## src/rtl/dna_score_max.sv

```systemverilog
// Running-maximum tracker for the DNA PE array score stream: reports the
// largest local-alignment score and its (row, col) cell as the traceback start.
module dna_score_max #(
  parameter int SCORE_W = 32,
  parameter int IDX_W   = 16
) (
  input  logic               clk,
  input  logic               rst,
  input  logic               start,
  input  logic [IDX_W-1:0]   n_rows,
  input  logic [IDX_W-1:0]   n_cols,
  input  logic               en_i,
  input  logic [SCORE_W-1:0] score_i,
  output logic               busy,
  output logic               done,
  output logic [SCORE_W-1:0] max_score,
  output logic [IDX_W-1:0]   max_row,
  output logic [IDX_W-1:0]   max_col,
  output logic [IDX_W-1:0]   cur_row,
  output logic [IDX_W-1:0]   cur_col
);

  // state | meaning
  // IDLE  | waiting for start, results held
  // RUN   | absorbing enabled samples in row-major order
  // DONE  | one-cycle done pulse
  typedef enum logic [1:0] {IDLE, RUN, DONE} state_t;

  state_t             state_q;
  logic               busy_q, done_q;
  logic [SCORE_W-1:0] max_score_q;
  logic [IDX_W-1:0]   max_row_q, max_col_q;
  logic [IDX_W-1:0]   cur_row_q, cur_col_q;
  logic [IDX_W-1:0]   row_last_q, col_last_q;

  logic [IDX_W-1:0]   row_last_d, col_last_d;
  logic               at_last_col, at_last_row, new_max;

  // Dimensions are stored as last index; a zero dimension degenerates to 1.
  assign row_last_d  = (n_rows == '0) ? '0 : n_rows - IDX_W'(1);
  assign col_last_d  = (n_cols == '0) ? '0 : n_cols - IDX_W'(1);
  assign at_last_col = (cur_col_q == col_last_q);
  assign at_last_row = (cur_row_q == row_last_q);
  assign new_max     = (score_i > max_score_q);

  always_ff @(posedge clk or posedge rst) begin
    if (rst) begin
      state_q     <= IDLE;
      busy_q      <= 1'b0;
      done_q      <= 1'b0;
      max_score_q <= '0;
      max_row_q   <= '0;
      max_col_q   <= '0;
      cur_row_q   <= '0;
      cur_col_q   <= '0;
      row_last_q  <= '0;
      col_last_q  <= '0;
    end else begin
      case (state_q)
        IDLE: begin
          done_q <= 1'b0;
          if (start) begin
            row_last_q  <= row_last_d;
            col_last_q  <= col_last_d;
            max_score_q <= '0;
            max_row_q   <= '0;
            max_col_q   <= '0;
            cur_row_q   <= '0;
            cur_col_q   <= '0;
            busy_q      <= 1'b1;
            state_q     <= RUN;
          end
        end
        RUN: begin
          if (en_i) begin
            if (new_max) begin
              max_score_q <= score_i;
              max_row_q   <= cur_row_q;
              max_col_q   <= cur_col_q;
            end
            if (at_last_col) begin
              if (at_last_row) begin
                // Counters hold on the final cell.
                busy_q  <= 1'b0;
                done_q  <= 1'b1;
                state_q <= DONE;
              end else begin
                cur_col_q <= '0;
                cur_row_q <= cur_row_q + IDX_W'(1);
              end
            end else begin
              cur_col_q <= cur_col_q + IDX_W'(1);
            end
          end
        end
        DONE: begin
          done_q  <= 1'b0;
          state_q <= IDLE;
        end
        default: begin
          busy_q  <= 1'b0;
          done_q  <= 1'b0;
          state_q <= IDLE;
        end
      endcase
    end
  end

  assign busy      = busy_q;
  assign done      = done_q;
  assign max_score = max_score_q;
  assign max_row   = max_row_q;
  assign max_col   = max_col_q;
  assign cur_row   = cur_row_q;
  assign cur_col   = cur_col_q;

endmodule
```

## config.mk

```make
export PLATFORM = sky130hd
export DESIGN_NAME = dna_score_max
export DESIGN_NICKNAME = d
export VERILOG_FILES = /design/src/rtl/dna_score_max.sv
export SDC_FILE = /design/constraint.sdc
export NUM_CORES = 1
export LEC_CHECK = 0
export CORE_ASPECT_RATIO = 2
export CORE_MARGIN = 10
export CORE_UTILIZATION = 41
export DETAILED_ROUTE_END_ITERATION = 10
export GPL_TIMING_DRIVEN = 0
export MAX_ROUTING_LAYER = met4
export PLACE_DENSITY = 0.64
export REMOVE_ABC_BUFFERS = 1
export SLEW_MARGIN = 20
export SYNTH_ARGS = -nofsm -noshare
export SYNTH_HDL_FRONTEND = slang
export SYNTH_SLANG_ARGS = --single-unit
```

## constraint.sdc

```tcl
create_clock -name clk -period 5.6 [get_ports clk]
set_input_delay 0.56 -clock clk [delete_from_list [all_inputs] [get_ports clk]]
set_output_delay 0.56 -clock clk [all_outputs]
set_load 0.005 [all_outputs]
```

* After elaboration in Yosys (flattened, before gate mapping)
Index checks and enable logic that the tools add are counted.
Cells by class: add/subtract/negate cells 4, $lt $le $gt $ge 1, equal/unequal tests 11, muxes and demuxes 35, bitwise logic cells 1, reduce and logical (&&, ||, !) cells 11
Operator list (count):
- $mux 16 | 13
- $pmux 16 s2 | 4
- $mux 32 | 3
- $pmux 32 s2 | 1
- $add 16x1->16 const B | 2
- $eq 16x16->1 | 2
- $gt 32x32->1 | 1
- $logic_not 16->1 | 2
- $sub 16x1->16 const B | 2
- $ne 2x2->1 const B | 6
- $reduce_and 4->1 | 3
- $reduce_and 5->1 | 2
- $mux 1 | 8
- $mux 2 | 4
- $pmux 2 s2 | 1
- $ne 3x3->1 const B | 1
- $pmux 1 s3 | 1
- $reduce_and 3->1 | 1
- $eq 2x1->1 const B | 1
- $eq 2x2->1 const B | 1
- $logic_not 2->1 | 1
- $reduce_and 2->1 | 1
- $reduce_bool 2->1 | 1
- $not 1->1 | 1
Storage, ports and cells: register bits after elaboration 132, input bits 68, output and inout port bits 98, word-level logic and storage cells 73

* Depth between registers and ports, before layout
depth after elaboration 5, depth in mapped cells 10, mapped depth without buffers 8

* Worst setup path before layout
No wires, ideal clock.
path type input to register, from in score_i[27], to reg max_col_q[11] (netlist: max_col[11]), library setup time 128 ps, arrival 2306 ps, data required time 5472 ps, slack 3166 ps, stages 8, path through ha_1 nand4_1 nor4_1 a31oi_1 and2_1 a22oi_1 buf_2 mux2_1
On the way: cells in the longest elaborated chain, start to end 3
RTL lines:
- start: declaration | line 13 | input logic [SCORE_W-1:0] score_i,
- $gt 32x32->1 | line 44 | assign new_max = (score_i > max_score_q);
- $ne 2x2->1 (no line)
- $reduce_and 4->1 (no line)
- end signal: assignment | line 79 | max_col_q <= cur_col_q;
- end: declaration | line 32 | logic [IDX_W-1:0] max_row_q, max_col_q;
No other way between the ends. A chain may end at the register's enable or synchronous reset.

* Worst setup path after layout
from in score_i[23], to reg max_row_q[2] (netlist: max_row[2])
On the way: cells in the longest elaborated chain, start to end 3
RTL lines:
- $gt 32x32->1 | line 44
- $ne 2x2->1 (no line)
- $reduce_and 4->1 (no line)
- end signal: assignment | line 78 | max_row_q <= cur_row_q;
- end: declaration | line 32
No other way between the ends.

==> flow_summary.ini <==
[flow_run]
max-cap-violations = 0

[detailed_routing]
met2_length_mm = 11.54
met3_length_um = 838
routed.top_layer = met4
ant_nets = 0
wl_met1_mm = 8.021
wl_mm = 20.96
avgRoutedWirePerCell_um = 17.54
firstDrtPassIters = 5
drcViolationCount = 0
vias = 6273
drt_iter0_markers = 368
via_per_inst = 5.249

[critical_path]
cp.depth = 11
critPathMaxStageDelay_ns = 0.54
cp-end-kind = flop
critPathTopFamily = buffers and inverters
reg2reg_depth = 6
critPathBufInv = 4
cp_cell_sequence = clkdlybuf4s50_1 > ha_1 > nand4_1 > nor4_1 > a31oi_1 > and2_1 > a22oi_2 > buf_6 > buf_8 > buf_6 > mux2i_1
cp_max_fo = 10
path_class = primary input to flop
start_kind = primary input
crit_slowest_cell = nor4_1
cp_data_arrival_time_ns = 3.75
required_ns = 5.93
worst_path_most_repeated_cell = buf_6

[floorplan]
die_area_um2 = 24750
start_util_pct = 41.59
io_pins = 166
die_w_um = 116.4
coreArea_um2 = 18310
die_y_um = 212.7
num_rows = 70

[timing]
timing.final.crit_share_pct = 61.08
final_max_slew_viol_count = 0
hold_ws_ns = 0.4947
fin_crit_ns = 3.420
rsz0062_at_grt = no
final-setup-viol-count = 0
fmax_ghz = 0.2924
worstMarginPinSlew_ns = 1.077
finClkSkew_ns = 0.01007
hold_violations = 0
slew_headroom_pct = 28.19

[clock_network]
clock_latency_ns = 0.42
cts_root_buf = clkbuf_16
cts_resized = 0
cts_tree = done
cts.sinks = 132
cts_setup_buffers = 0
ctsHoldBuffers = 0
path_clk_slew_ns = 0.06
cts_buffers = 17
cts_buffer_depth = 2
h-tree-depth = 4

[global_routing]
grt_max_degree = 76
grt_pass1_vias = 6536
grt.total_usage_pct = 17.82
grt_pass1_wl_mm = 33.86
overflow = 0
antenna_found_initial = 1

[final_layout]
syn_to_final_growth_pct = 32.89
final_cell_area_um2 = 10120
layout.nets = 1069
drive_above_1_share_pct = 6.135
n_fill_cell = 1704

[yosys]
synth-main-ff-cell = dfrtp_1
yosysWarningCount = 0
postSynthAreaPerCell_um2 = 9.433
synthArstFlopShare_pct = 100.0
netlist_area_um2 = 7612
synth_cell_types = 51
yosysSeqAreaShare_pct = 43.39
syn_inst = 807
synth-edff-count = 0
synth-seq-cells = 132

[placed_design]
place_hpwl_mm = 15.84
gp_congestion = 0.8139
io_buffers = 165
place_area_um2 = 9498

[worst_hold_path]
min_path_type = flop to flop
whs_path_depth = 1

[outcome]
status = finished, final reports clean

[power_and_ir_drop]
power_uw = 3979
vdd_drop_max_mv = 0.1926
power_per_cell_area_nw_per_um2 = 393.4
p_leak_uw = 0.004712
## metrics by stage
step	util, %	cells	setup WS [ns]	setup TNS [ns]
finish	55.26	1195	2.180	0
global route	55.26	1195	1.861	0
CTS	55.22	1194	2.004	0
detailed placement	51.89	1162	1.589	0
global placement	50.91	1152	-4.291	-354.98
floorplan	-	771	-1.313	-83.97
## registers in the layout (all words and copies together), names as in the netlist
signal	flops
max_row	16
max_score	32
cur_col	16
max_col	16
busy	1
cur_row	16
state_q	2
done	1
col_last_q	16
row_last_q	16
## per-layer routing
metal / up-vias / GRT usage (%)
met2: 157 / 32.05
met1: 2977 / 18.25
met3: 33 / 3.569
met4: 0 / 7.245
li1: 3106 / -
met5: - / -
## worst paths after layout
kind | start | end | slack [ns]
worst max-delay path | score_i[23] | max_row[2] | 2.18
worst min-delay path | max_col[11] | max_col[11] | 0.49
worst max register to register | cur_row[10] | cur_row[0] | 2.28
worst min register to register | max_col[11] | max_col[11] | 0.49
max in group asynchronous | rst | max_row[12] | 4.32
min in group asynchronous | rst | max_score[3] | 0.56
## final cells by class
class	count	area (um^2)	share of cell area, %
clock inverters	10	155.1	1.534
diodes	1	2.502	0.02474
multi-input cells	562	3825	37.81
flip-flops and latches	132	3303	32.65
well taps	216	270.3	2.672
clock buffers	22	454.2	4.490
repair buffers	175	1809	17.88
inverters	77	296.5	2.931
## cell usage after synthesis, types with 9 or more instances
master	count	area, um^2
o21ai_0	36	180.2
nand2_1	129	484.2
nand4_1	15	93.84
a21oi_1	36	180.2
nor2_1	20	75.07
nor3_1	9	45.04
nand3_1	17	85.08
mux2i_1	69	690.7
o31ai_1	12	90.09
xnor2_1	13	113.9
nor4_1	12	75.07
dfrtp_1	132	3303
o21ai_1	17	85.08
or3_1	10	62.56
xor2_1	44	385.4
inv_1	76	285.3
buf_6	10	112.6
ha_1	36	450.4
clkbuf_1	22	82.58
or4_1	13	97.59
## cells in the final DEF, fill, tap and decap left out, drive strengths merged, types with 11 or more instances in the layout
cell,synthesis,final
a21oi,40,40
clkbuf,22,22
clkdlybuf4s50,0,165
dfrtp,132,132
ha,36,36
inv,77,77
mux2i,69,69
nand2,129,129
nand3,17,17
nand4,15,15
nor2,21,21
nor3,11,11
nor4,17,17
o21ai,53,53
o31ai,13,13
or4,14,14
xnor2,13,13
xor2,44,44
## where the power goes
group	internal [uW]	switching, uW
Sequential	1200	191
Clock	754	419
Combinational	744	669
## cell families after synthesis
logic type / Yosys count / share of synthesized area [%]
buffers and inverters: 113 / 6.624
multiplexers: 72 / 9.517
adder cells (fa/ha/maj): 36 / 5.917
XOR/XNOR: 57 / 6.558
AO/OA/AOI/OAI: 127 / 9.796
flip-flops: 132 / 43.39
AND/OR/NAND/NOR: 270 / 18.20
Power figures use the tool's default switching activity.
